[src/rtl/wb_pkg.sv]
// Shared types and constants for the register-file write-back controller.
package wb_pkg;

    localparam int DATA_W     = 64;
    localparam int REG_ADDR_W = 6;
    localparam int NUM_REGS   = 32;

    typedef enum logic {
        IDLE = 1'b0,
        HELD = 1'b1
    } wb_state_t;

    typedef struct packed {
        logic [REG_ADDR_W-1:0] rd;
        logic [DATA_W-1:0]     data;
    } wb_result_t;

    // Addresses at or above NUM_REGS do not exist in the register file.
    function automatic logic addr_legal(input logic [REG_ADDR_W-1:0] addr);
        return (addr < REG_ADDR_W'(NUM_REGS));
    endfunction

    // Scoreboard lookup; x0 and illegal addresses always read as not busy.
    function automatic logic busy_bit(input logic [NUM_REGS-1:0]   mask,
                                      input logic [REG_ADDR_W-1:0] addr);
        logic b;
        b = 1'b0;
        for (int i = 1; i < NUM_REGS; i++) begin
            if (addr == REG_ADDR_W'(i)) b = mask[i];
        end
        return b;
    endfunction

endpackage

[src/rtl/wb_skid_buf.sv]
// Single-entry holding register for a load result that lost arbitration to the ALU.
module wb_skid_buf
    import wb_pkg::*;
(
    input  logic       clk,
    input  logic       rst_n,
    input  logic       load,
    input  logic       unload,
    input  wb_result_t din,
    output logic       full,
    output wb_result_t dout
);

    // Capture on load, release on unload; load takes precedence.
    always_ff @(posedge clk) begin
        if (!rst_n) begin
            full <= 1'b0;
            dout <= '0;
        end else if (load) begin
            full <= 1'b1;
            dout <= din;
        end else if (unload) begin
            full <= 1'b0;
        end
    end

endmodule

[src/rtl/reg_writeback_ctrl.sv]
// Write-side driver for the 32x64 register file: arbitrates ALU and load
// results (ALU > skid > direct load), drives the registered write port and
// keeps the per-register busy scoreboard used by decode to stall.
// Optional macro WB_FORWARD_EN: forward the write-port value to the issuing
// instruction's sources during the write cycle and drop the matching stall.
//
//  state | meaning
//  IDLE  | skid empty, loads accepted
//  HELD  | skid holds a load result, loads back-pressured
module reg_writeback_ctrl
    import wb_pkg::*;
(
    input  logic                  clk,
    input  logic                  rst_n,
    input  logic                  issue_valid,
    input  logic [REG_ADDR_W-1:0] issue_rd,
    input  logic [REG_ADDR_W-1:0] issue_rs1,
    input  logic [REG_ADDR_W-1:0] issue_rs2,
    output logic                  issue_stall,
    input  logic                  alu_valid,
    input  logic [REG_ADDR_W-1:0] alu_rd,
    input  logic [DATA_W-1:0]     alu_data,
    input  logic                  ld_valid,
    output logic                  ld_ready,
    input  logic [REG_ADDR_W-1:0] ld_rd,
    input  logic [DATA_W-1:0]     ld_data,
    output logic [DATA_W-1:0]     rf_wrt_data,
    output logic [REG_ADDR_W-1:0] rf_rd,
    output logic                  rf_reg_write,
    output logic [NUM_REGS-1:0]   busy_mask,
    output logic                  err_addr,
    output logic                  fwd_rs1_hit,
    output logic [DATA_W-1:0]     fwd_rs1_data,
    output logic                  fwd_rs2_hit,
    output logic [DATA_W-1:0]     fwd_rs2_data
);

    wb_state_t           state_q, state_d;
    wb_result_t          win, ld_res, skid_q;
    logic                win_valid, win_wr;
    logic                skid_load, skid_unload, skid_full;
    logic [NUM_REGS-1:0] busy_q, busy_d;
    logic                set_en;

    assign ld_res.rd   = ld_rd;
    assign ld_res.data = ld_data;

    wb_skid_buf u_skid (
        .clk    (clk),
        .rst_n  (rst_n),
        .load   (skid_load),
        .unload (skid_unload),
        .din    (ld_res),
        .full   (skid_full),
        .dout   (skid_q)
    );

    // FSM state register.
    always_ff @(posedge clk) begin
        if (!rst_n) state_q <= IDLE;
        else        state_q <= state_d;
    end

    // Arbitration, skid control and load handshake; nothing is accepted during reset.
    always_comb begin
        state_d     = state_q;
        win_valid   = 1'b0;
        win         = '0;
        skid_load   = 1'b0;
        skid_unload = 1'b0;
        ld_ready    = 1'b0;
        if (rst_n) begin
            case (state_q)
                IDLE: begin
                    ld_ready = 1'b1;
                    if (alu_valid) begin
                        win_valid = 1'b1;
                        win.rd    = alu_rd;
                        win.data  = alu_data;
                        if (ld_valid) begin
                            skid_load = 1'b1;
                            state_d   = HELD;
                        end
                    end else if (ld_valid) begin
                        win_valid = 1'b1;
                        win       = ld_res;
                    end
                end
                HELD: begin
                    if (alu_valid) begin
                        win_valid = 1'b1;
                        win.rd    = alu_rd;
                        win.data  = alu_data;
                    end else begin
                        win_valid   = skid_full;
                        win         = skid_q;
                        skid_unload = 1'b1;
                        state_d     = IDLE;
                    end
                end
                default: state_d = IDLE;
            endcase
        end
    end

    // x0 and out-of-range winners are consumed without touching the register file.
    assign win_wr = win_valid && (win.rd != '0) && addr_legal(win.rd);

    // Registered write port; address/data hold when there is nothing to write.
    always_ff @(posedge clk) begin
        if (!rst_n) begin
            rf_reg_write <= 1'b0;
            rf_rd        <= '0;
            rf_wrt_data  <= '0;
            err_addr     <= 1'b0;
        end else begin
            rf_reg_write <= win_wr;
            err_addr     <= win_valid && !addr_legal(win.rd);
            if (win_wr) begin
                rf_rd       <= win.rd;
                rf_wrt_data <= win.data;
            end
        end
    end

`ifdef WB_FORWARD_EN
    assign fwd_rs1_hit  = rf_reg_write && (rf_rd == issue_rs1) && (rf_rd != '0);
    assign fwd_rs2_hit  = rf_reg_write && (rf_rd == issue_rs2) && (rf_rd != '0);
    assign fwd_rs1_data = rf_wrt_data;
    assign fwd_rs2_data = rf_wrt_data;
`else
    assign fwd_rs1_hit  = 1'b0;
    assign fwd_rs2_hit  = 1'b0;
    assign fwd_rs1_data = '0;
    assign fwd_rs2_data = '0;
`endif

    // A forwarded source no longer needs to wait; the destination (WAW) always does.
    assign issue_stall = (busy_bit(busy_q, issue_rs1) && !fwd_rs1_hit) ||
                         (busy_bit(busy_q, issue_rs2) && !fwd_rs2_hit) ||
                          busy_bit(busy_q, issue_rd);

    assign set_en = issue_valid && !issue_stall && (issue_rd != '0) && addr_legal(issue_rd);

    // Scoreboard next value: clear on completed write, then set on issue so set wins.
    always_comb begin
        busy_d = busy_q;
        for (int i = 1; i < NUM_REGS; i++) begin
            if (rf_reg_write && (rf_rd == REG_ADDR_W'(i))) busy_d[i] = 1'b0;
            if (set_en && (issue_rd == REG_ADDR_W'(i)))    busy_d[i] = 1'b1;
        end
        busy_d[0] = 1'b0;
    end

    // Scoreboard register.
    always_ff @(posedge clk) begin
        if (!rst_n) busy_q <= '0;
        else        busy_q <= busy_d;
    end

    assign busy_mask = busy_q;

endmodule
[config.mk]
export PLATFORM = sky130hd
export DESIGN_NAME = reg_writeback_ctrl
export DESIGN_NICKNAME = d
export VERILOG_FILES = /design/src/rtl/wb_pkg.sv /design/src/rtl/wb_skid_buf.sv /design/src/rtl/reg_writeback_ctrl.sv
export SDC_FILE = /design/constraint.sdc
export NUM_CORES = 1
export LEC_CHECK = 0
export CAP_MARGIN = 20
export CORE_ASPECT_RATIO = 1.4
export CORE_MARGIN = 5
export CORE_UTILIZATION = 46
export DETAILED_ROUTE_END_ITERATION = 10
export MAX_ROUTING_LAYER = met4
export PLACE_DENSITY = 0.9
export RECOVER_POWER = 100
export SLEW_MARGIN = 10
export SYNTH_ARGS = -nofsm -noshare
export SYNTH_HDL_FRONTEND = slang
export SYNTH_SLANG_ARGS = --single-unit
[constraint.sdc]
create_clock -name clk -period 2.8 [get_ports clk]
set_clock_uncertainty 0.15 [all_clocks]
set_input_delay 0.28 -clock clk [delete_from_list [all_inputs] [get_ports clk]]
set_output_delay 0.28 -clock clk [all_outputs]
set_load 0.1 [all_outputs]
==> results by group, run 1 <==
Synth
  – Async set-reset flop share out of synthesis: 0%
  – Top cells by area, synth: dfxtp_1 (32%), buf_4 (9.1%), nand2_1 (8.4%)
  – Yosys cell types: between 70 and 80
  – Share of the synthesized area in the top cell type: approximately 32%
  – Cells after synthesis: roughly 1400
  – Yosys warning total: 0
  – Post-synth EDFFs: 0
  – Leading area contributor after synthesis: dfxtp_1
  – Post-Synthesis Cell Area: ~0.011 mm^2
  – Synth Register Bits: 175
  – Syn Area/Cell: roughly 7.9 um^2
  – Post-synth top cells: nand2_1 (245), dfxtp_1 (175), buf_4 (132)
  – Seq/Total Area, Yosys: 32.0%
  – Count leader, synth: nand2_1
  – Main synth FF type: dfxtp_1

Power
  – Leakage: around 5.7 nW
  – Max VDD drop: 0.000497 V
  – Tot Pwr: 7.37 mW
  – Pwr dens: 538 mW/mm^2

Worst hold path
  – Worst hold path type: in -> reg
  – Hold path depth: 2

Floorplanning
  – # rows: between 60 and 70
  – Die Span Y: a little under 200 um
  – Core ar.: about 0.023 mm^2
  – Initial core utilization: between 40% and 50%
  – Die X: roughly 140 um
  – # IOs: 399
  – Die ar.: roughly 0.027 mm^2

Routing
  – DR WL/cell: 19.1 um
  – DRC: 0
  – DRT Pass-1 Iters: 5
  – Vias per cell: around 5.5
  – WL final: between 30000 and 40000 um
  – Initial DRC count: 1001
  – Via count: approximately 11000
  – Post-route ant nets: 0

STA
  – PnR worst setup slack: -0.189 ns
  – Final Cycle Share: 107%
  – Final setup fails: 1
  – Max-slew headroom: 9.36%
  – Setup TNS: -0.189 ns
  – Slew @ Worst Pin: between 1 and 1.5 ns
  – Hold Fails Final Rpt: 0
  – Fin crit period: ~3 ns
  – Fmax: about 330 MHz
  – RSZ-0062 raised after global routing: true
  – Max Slew Vio Count: 0
  – Hold slack: 0.0289 ns

Setup path
  – CP dominant cell by count: a211o_1
  – CP delay by family, top: compound AO/OA/AOI/OAI gates
  – Crit path capture type: output pin
  – CP bufs+invs: 3
  – Worst R2R Path Depth: 10
  – Slowest-stage cell, CP: clkdlybuf4s50_1
  – Critical Path Max Stage Delay: roughly 0.47 ns
  – CP Class: in -> out
  – Number of cells on the critical path: 10
  – Req. time, crit path: around 2.4 ns
  – Critical-path maximum fanout: 3
  – Arrival @ worst endpoint: roughly 2.6 ns
  – CP cell instances: clkdlybuf4s50_1 > buf_4 > nor2b_1 > a22o_1 > a211o_1 > o221ai_1 > a211o_1 > nand3_2 > or2_4 > buf_12
  – Critical Path Source Type: input port

Cells and area
  – Post-route cell area: around 0.014 mm^2
  – Layout Cells excl Fill: 1970
  – Final nets: approximately 1800
  – Synth-to-Final Area Change: 25.1%
  – Util after Layout: approximately three fifths
  – Share of layout cells above drive strength 1: ~11%

Global routing
  – Total track usage: 26.6%
  – Largest net degree at the start of global routing: roughly 130
  – Remaining Overflow, GRT: 0
  – First-pass GRT wire length: between 50000 and 60000 um
  – Vias in the first global route: 10600
  – Antenna violations before repair: 1

CTS
  – Clock slew seen by the registers of the worst setup and hold paths: 0.07 ns
  – Cts bufs inserted: 17
  – Level count of the clock H-tree: 4
  – Clk Latency, worst-skew pair: between 0.4 and 0.5 ns
  – Sink Count: 175
  – CTS tree: done
  – Clock Path Buffers: 2
  – Clk root buf: clkbuf_16

Run status
  – Status: finished, violations left
  – Failing checks: setup timing

Place
  – RePlAce Congestion: 1.02
  – Detailed placement HPWL: approximately 27000 um
  – Placed cell areas: roughly 0.013 mm^2
  – Port Buffers: 267
  – Post-Place Worst Slack: -0.407 ns
  – # placed instances: roughly 1900

Job
  – Max Cap Viol: 0
==> state kept, by name, summed over array words and instances (netlist names) <==
| name | cells |
|---|---|
| busy_mask | 31 |
| u_skid.dout | 70 |
| rf_rd | 6 |
| u_skid.full | 1 |
| rf_wrt_data | 64 |
| err_addr | 1 |
| rf_reg_write | 1 |
| state_q | 1 |
==> layout by cell type, fill, tap and decap left out, types with 6 or more instances in the layout <==
cell	n
a21oi_1	77
a211o_1	7
nand2_1	244
clkbuf_16	17
nand2b_1	7
and3_1	68
o31ai_2	6
inv_6	8
mux2_2	6
mux2i_1	73
dfxtp_1	156
dfxtp_2	16
or3_1	28
o31ai_1	24
inv_1	16
nor2_1	22
buf_4	88
o211ai_1	34
nand3_1	11
clkbuf_1	104
a31oi_1	8
o21ai_0	81
a21boi_0	73
clkdlybuf4s50_1	154
nor2b_1	84
conb_1	131
==> logic make-up (layout without fill, tap and decap cells) <==
group                  after synthesis  in the layout  synth area share (%)
other                                1            133                0.0343
flip-flops                         175            175                  32.0
multiplexers                        82             82                  7.92
buffers and inverters              257            408                  14.5
AO/OA/AOI/OAI                      362            362                  22.3
AND/OR/NAND/NOR                    504            504                  23.2
==> metal layers <==
metal / up-vias / part of all wire, % / global-route usage (%)
met5: - / 0 / -
met4: 0 / 6.2 / 16.1
met3: 157 / 9.4 / 5.85
met2: 606 / 49 / 45.0
met1: 5076 / 36 / 28.4
li1: 5091 / - / -
==> final timing paths <==
path | from | to | slack (ns)
worst min register to register | u_skid.dout[11] | u_skid.dout[11] | 0.32
worst min-delay path | ld_valid | state_q | 0.03
worst max register to register | state_q | rf_wrt_data[30] | 0.07
worst max-delay path | issue_rs2[1] | issue_stall | -0.19
==> what timing repair did <==
| item | CTS | global route |
|---|---|---|
| hold buffers | 0 | 0 |
| cloned | 0 | 0 |
| hold endpoints to repair | 0 | 0 |
| setup buffers | 1 | 0 |
| pin swaps | 7 | 2 |
| setup endpoints to repair | 1 | 32 |
| resized for setup | 9 | 11 |
==> cell type report <==
class | instances | area, um^2
timing repair buffer | 360 | 2740
multi-input combinational | 1079 | 6370
antenna | 2 | 5.00
sequential | 175 | 3530
tap | 306 | 383
inverter | 16 | 60.1
fill | 2162 | 9690
clock inverter | 15 | 165
clock buffer | 17 | 425
==> report_power, final <==
group          leakage [nW]  switching (mW)  internal (mW)
Sequential             1.43          0.0647           2.59
Combinational          3.98            1.76          0.558
Clock                 0.285            1.13           1.27
Total                  5.69            2.95           4.42
==> worst register-to-register path, stage by stage, from the launching register on <==
cell and delay (ns):
dfxtp_1 0.42, inv_1 0.12, buf_4 0.22, and3_1 0.18, a21oi_1 0.14, o21ai_0 0.17
o41ai_2 0.32, clkbuf_1 0.19, buf_4 0.38, mux2i_1 0.28, nor2b_1 0.06
Note: power is estimated with default switching activity, not from simulation.
==> run 2, diff against run 1 <==
--- a/config.mk
+++ b/config.mk
@@ -8,10 +8,10 @@
 export CAP_MARGIN = 20
 export CORE_ASPECT_RATIO = 1.4
 export CORE_MARGIN = 5
-export CORE_UTILIZATION = 46
+export CORE_UTILIZATION = 49
 export DETAILED_ROUTE_END_ITERATION = 10
 export MAX_ROUTING_LAYER = met4
-export PLACE_DENSITY = 0.9
+export PLACE_DENSITY = 0.95
 export RECOVER_POWER = 100
 export SLEW_MARGIN = 10
 export SYNTH_ARGS = -nofsm -noshare
==> constraint.sdc (replaced) <==
create_clock -name clk -period 3.48 [get_ports clk]
set_clock_uncertainty 0.15 [all_clocks]
set_input_delay 0.348 -clock clk [delete_from_list [all_inputs] [get_ports clk]]
set_output_delay 0.348 -clock clk [all_outputs]
set_load 0.1 [all_outputs]
==> results by group, run 2 (synthesis gave the netlist of run 1 again) <==
Routing
  – DRT Pass-1 Iters: 7 (+2)
  – Post-route ant nets: 0 (unchanged)
  – DRC: 0 (unchanged)
  – WL final: 36800 um (-2.2%)
  – Via count: 10900 (-0.71%)
  – DR WL/cell: 19.3 um (+1.1%)
  – Initial DRC count: 1226 (+22%)
  – Vias per cell: 5.69 (+2.6%)

Global routing
  – First-pass GRT wire length: 55900 um (+0.16%)
  – Remaining Overflow, GRT: 0 (unchanged)
  – Vias in the first global route: 10600 (-0.094%)
  – Largest net degree at the start of global routing: 123 (-2.4%)
  – Total track usage: 28.3% (+1.7 points)
  – Antenna violations before repair: 2 (+1)

CTS
  – Cts bufs inserted: 17 (unchanged)
  – Level count of the clock H-tree: 4 (unchanged)
  – Clk root buf: clkbuf_16
  – Clk Latency, worst-skew pair: 0.44 ns (about the same)
  – Clock Path Buffers: 2 (unchanged)
  – Cts repair resizes: 0 (-9)
  – Clock slew seen by the registers of the worst setup and hold paths: 0.07 ns (about the same)
  – Sink Count: 175 (unchanged)
  – CTS tree: done
  – Post CTS Setup Buffer Count: 0 (-1)
  – Hold Buf Count CTS: 0 (unchanged)

Floorplanning
  – Initial core utilization: 49.8% (+3.0 points)
  – Die ar.: 0.0255 mm^2 (-5.7%)
  – # rows: 64 (-3.0%)
  – Die Span Y: 187 um (-2.9%)
  – Core ar.: 0.0219 mm^2 (-6.1%)
  – Die X: 136 um (-2.9%)
  – # IOs: 399 (unchanged)

Setup path
  – CP bufs+invs: 3 (unchanged)
  – Slowest-stage cell, CP: dlygate4sd3_1
  – Critical Path Source Type: input port
  – Req. time, crit path: 2.98 ns (+0.61 ns)
  – CP cell instances: dlygate4sd3_1 > nor2b_1 > a221oi_1 > a2111oi_0 > buf_4 > a211oi_2 > nand3_2 > or2_2 > buf_12
  – Critical-path maximum fanout: 14 (+11)
  – Arrival @ worst endpoint: 2.85 ns (+0.29 ns)
  – Worst R2R Path Depth: 6 (-4)
  – Critical Path Max Stage Delay: 0.82 ns (+0.35 ns)
  – Flop2flop setup slack: 0.32 ns (+0.25 ns)
  – CP Class: in -> out
  – Number of cells on the critical path: 9 (-1)
  – CP delay by family, top: buffers and inverters
  – Crit path capture type: output pin

Power
  – Max VDD drop: 0.000430 V (-14%)
  – Leakage: 5.93 nW (+4.1%)
  – Pwr dens: 426 mW/mm^2 (-21%)

Worst hold path
  – Worst hold path type: in -> reg
  – Hold path depth: 3 (+1)

Cells and area
  – Commonest non-fill, non-tap cell in the layout: nand2_1
  – # fillers: 1786 (-17%)
  – Final nets: 1757 (-3.0%)
  – Share of layout cells above drive strength 1: 6.60% (-4.7 points)
  – Register name with the most flops: u_skid.dout
  – Layout Cells excl Fill: 1906 (-3.2%)
  – Synth-to-Final Area Change: 26.1%
  – Most frequent cells in the layout: nand2_1 (245), dfxtp_1 (174), clkdlybuf4s50_1 (158)
  – Max FFs per register: 70 (unchanged)

STA
  – Max-slew headroom: -16.6% (-26 points)
  – Hold Fails Final Rpt: 0 (unchanged)
  – Final Cycle Share: between 90% and 100%
  – Setup TNS: 0 ns (+0.189 ns)
  – Slew @ Worst Pin: 1.75 ns (+0.383 ns)
  – Max Slew Vio Count: 36 (+36)
  – Final setup fails: 0 (-1)
  – PnR worst setup slack: 0.130 ns (+0.319 ns)
  – Fin crit period: 3.35 ns
  – RSZ-0062 raised after global routing: false
  – Fmax: approximately 300 MHz

Place
  – Port Buffers: 267 (unchanged)
  – Detailed placement HPWL: 26000 um (-3.7%)
  – RePlAce Congestion: 1.08 (+5.7%)
  – # placed instances: 1872 (-3.3%)
  – Post-Place Worst Slack: 0.179 ns (+0.586 ns)

Run status
  – Status: finished, violations left
  – Failing checks: capacitance limit, slew limit

Job
  – Max Cap Viol: 1 (+1)
-- run 2: cell count changes in the layout (fill, tap and decap cells not counted), sizes merged --
cell / before / now
clkdlybuf4s50: 154 / 158
inv: 27 / 21
dlygate4sd3: 0 / 98
buf: 93 / 40
clkinv: 1 / 5
dlymetal6s2s: 1 / 0
dlygate4sd2: 4 / 0
clkbuf: 125 / 28
-- run 2: final cells by class --
cell class	instances	area, um^2	area share [%]
multi-input cells	1079	6310	45.8
diodes	2	5.00	0.0363
repair buffers	305	2960	21.5
clock buffers	19	443	3.21
well taps	297	372	2.70
flip-flops and latches	175	3500	25.4
clock inverters	13	128	0.926
inverters	16	60.1	0.436
-- run 2: final timing paths --
check | startpoint | endpoint
worst min register to register | u_skid.dout[29] | u_skid.dout[29]
worst max-delay path | issue_rs2[0] | issue_stall
worst max register to register | state_q | u_skid.dout[48]
worst min-delay path | alu_valid | rf_rd[2]
-- run 2: routing by layer --
metal | share of wire, % | track usage, %
met5 | 0 | -
met4 | 5.6 | 14.4
met3 | 9.6 | 5.85
met2 | 51 | 48.9
met1 | 34 | 30.1
-- run 2: report_power, final --
group          leakage, nW  internal, mW  switching (mW)  total (mW)
logic                 4.23         0.450            1.40        1.85
clock network        0.277          1.02           0.863        1.88
registers             1.42          2.08          0.0544        2.14
total                 5.93          3.55            2.32        5.87
-- run 2: worst reg2reg max path, cell delays in order, from the launching register on --
cell and delay (ns):
dfxtp_2 0.57, buf_4 0.37, nor2b_1 0.12, nand2_1 0.93
buf_4 0.54, nand2_1 0.12, a21boi_0 0.26
-- run 2: through the flow --
step	area, um^2	hold slack [ns]	util (%)	total power [mW]
6_report	13800	0.170	62.8	5.87
5_1_grt	13800	0.177	62.8	6.08
4_1_cts	13800	0.151	63.1	5.90
3_5_place_dp	13300	0.307	60.5	4.03
3_3_place_gp	13300	0.296	60.5	4.00
2_1_floorplan	11400	0.289	-	3.72
==> run 3, diff against run 2 <==
--- a/config.mk
+++ b/config.mk
@@ -10,7 +10,6 @@
 export CORE_MARGIN = 5
 export CORE_UTILIZATION = 49
 export DETAILED_ROUTE_END_ITERATION = 10
-export MAX_ROUTING_LAYER = met4
 export PLACE_DENSITY = 0.95
 export RECOVER_POWER = 100
 export SLEW_MARGIN = 10
==> results by group, run 3 (synthesis gave the netlist of run 1 again) <==
Cells and area
  – Layout Cells excl Fill: 1905 (-0.052%)
  – Most frequent cells in the layout: nand2_1 (245), dfxtp_1 (174), clkdlybuf4s50_1 (158)
  – Max FFs per register: 70 (unchanged)
  – Register name with the most flops: u_skid.dout
  – Commonest non-fill, non-tap cell in the layout: nand2_1
  – Synth-to-Final Area Change: 25.8%
  – Final nets: 1756 (-0.057%)
  – Util after Layout: 62.7% (-0.13 points)
  – Share of layout cells above drive strength 1: 6.29% (-0.31 points)
  – # fillers: 1725 (-3.4%)

Routing
  – Vias per cell: 5.71 (+0.26%)
  – Initial DRC count: 1084 (-12%)
  – WL final: 36300 um (-1.5%)
  – DRT Pass-1 Iters: 6 (-1)
  – Via count: 10900 (+0.20%)
  – Post-route ant nets: 0 (unchanged)
  – DRC: 0 (unchanged)
  – DR WL/cell: 19.0 um (-1.5%)

Setup path
  – R2R Path End: rf_wrt_data[21]
  – Arrival @ worst endpoint: 2.86 ns (about the same)
  – Worst R2R Path Depth: 8 (+2)
  – Critical-path maximum fanout: 9 (-5)
  – Crit path from: issue_rs1[2]
  – Crit path capture type: output pin
  – R2R Path Start: state_q
  – Flop2flop setup slack: 0.24 ns (-0.08 ns)
  – Critical Path Source Type: input port
  – CP Class: in -> out
  – Req. time, crit path: 2.98 ns (about the same)

Power
  – Switch Pwr: 2.33 mW (+0.37%)
  – Tot Pwr: 5.94 mW (+1.1%)
  – Sw Ratio: 39.2% (-0.28 points)
  – P_int: 3.61 mW (+1.5%)
  – Logic pwr share: 31.1% (-0.4 points)
  – Leakage: 5.89 nW (-0.56%)
  – Pwr dens: 432 mW/mm^2 (+1.3%)
  – Clk network pwr share: 33.0% (+0.9 points)
  – Max VDD drop: 0.000327 V (-24%)
  – Reg power frac: 36.0% (-0.4 points)

STA
  – Hold Fails Final Rpt: 0 (unchanged)
  – Fmax: 298 MHz (-0.26%)
  – Final Cycle Share: 96.5% (+0.25 points)
  – RSZ-0062 raised after global routing: false
  – Setup TNS: 0 ns (unchanged)
  – Slew @ Worst Pin: 1.64 ns (-0.105 ns)
  – Final setup fails: 0 (unchanged)
  – Fin crit period: 3.36 ns (+0.00881 ns)
  – Max Slew Vio Count: 36 (unchanged)
  – Hold slack: 0.168 ns (-0.00192 ns)
  – Max-slew headroom: -9.58% (+7.0 points)

Floorplanning
  – Die ar.: 0.0255 mm^2 (unchanged)
  – Die X: 136 um (unchanged)
  – Core ar.: 0.0219 mm^2 (unchanged)
  – Die Span Y: 187 um (unchanged)
  – Initial core utilization: 49.8% (unchanged)
  – # IOs: 399 (unchanged)
  – # rows: 64 (unchanged)

Global routing
  – Remaining Overflow, GRT: 0 (unchanged)
  – First-pass GRT wire length: 55100 um (-1.5%)
  – Total track usage: 27.1% (-1.2 points)
  – Met2 usage: 45.5% (-3.4 points)
  – Largest net degree at the start of global routing: 101 (-18%)
  – Met3 Usage GRT: 7.06% (+1.2 points)
  – Busiest metal layer after global routing: met2
  – Antenna violations before repair: 3 (+1)
  – Vias in the first global route: 10500 (-0.98%)
  – Grt met1 use: 28.7% (-1.5 points)

Worst hold path
  – Hold path depth: 2 (-1)
  – Hold path endpoint: u_skid.dout[62]
  – Worst hold path type: in -> reg
  – Hold_sp: rst_n

CTS
  – Clock slew seen by the registers of the worst setup and hold paths: 0.07 ns (about the same)
  – Cts bufs inserted: 17 (unchanged)
  – Clock Path Buffers: 2 (unchanged)
  – Clk Latency, worst-skew pair: 0.44 ns (about the same)
  – CTS tree: done
  – Sink Count: 175 (unchanged)
  – Post CTS Setup Buffer Count: 0 (unchanged)
  – Level count of the clock H-tree: 4 (unchanged)
  – Clk root buf: clkbuf_16
  – Cts repair resizes: 0 (unchanged)
  – Hold Buf Count CTS: 0 (unchanged)

Run status
  – Failing checks: capacitance limit, slew limit
  – Status: finished, violations left

Place
  – RePlAce Congestion: 1.05 (-2.4%)
  – Detailed placement HPWL: 25800 um (-0.67%)
  – # placed instances: 1871 (-0.053%)
  – Port Buffers: 267 (unchanged)

Job
  – Max Cap Viol: 1 (unchanged)
-- run 3: power groups by stage --
| stage | clock [mW] | combinational, mW | sequential, mW |
|---|---|---|---|
| after floorplan | 0 | 1.25 | 2.47 |
| after global placement | 0 | 1.82 | 2.18 |
| after detailed placement | 0 | 1.85 | 2.18 |
| after CTS | 1.97 | 1.85 | 2.14 |
| after global routing | 2.07 | 1.92 | 2.14 |
| final | 1.96 | 1.84 | 2.14 |
-- run 3: area by class of cell --
class / instances / area [um^2] / area share [%]
repair buffers: 304 / 2930 / 21.3
diodes: 2 / 5.00 / 0.0364
flip-flops and latches: 175 / 3500 / 25.5
clock buffers: 19 / 433 / 3.15
clock inverters: 13 / 156 / 1.14
multi-input cells: 1079 / 6300 / 45.8
well taps: 297 / 372 / 2.70
inverters: 16 / 60.1 / 0.437
-- run 3: worst max-delay path, stage by stage --
cell,delay (ns)
dlygate4sd3_1,0.68
buf_4,0.22
nor2b_1,0.27
nand4bb_1,0.19
a221o_1,0.35
a22oi_1,0.25
a211oi_2,0.12
nand3_2,0.09
or2_2,0.14
buf_12,0.18
-- run 3: per-stage QoR --
| step | setup slack [ns] | instance area, um^2 |
|---|---|---|
| after global routing | 0.0392 | 13800 |
| final | 0.121 | 13800 |
| after global placement | 0.172 | 13200 |
| after floorplan | 0.428 | 11400 |
| after CTS | 0.193 | 13800 |
| after detailed placement | 0.205 | 13200 |
-- run 3: how the worst max path moves through the flow --
stage	end	cells past startpoint
2_1_floorplan	issue_stall	7
3_3_place_gp	issue_stall	9
3_5_place_dp	issue_stall	9
4_1_cts	issue_stall	9
5_1_grt	issue_stall	10
6_report	issue_stall	10
-- run 3: routing by layer --
metal,wire length [um],up-vias
met1,12100,5025
met4,2710,4
met2,17600,691
li1,-,4989
met5,24,-
met3,3830,165
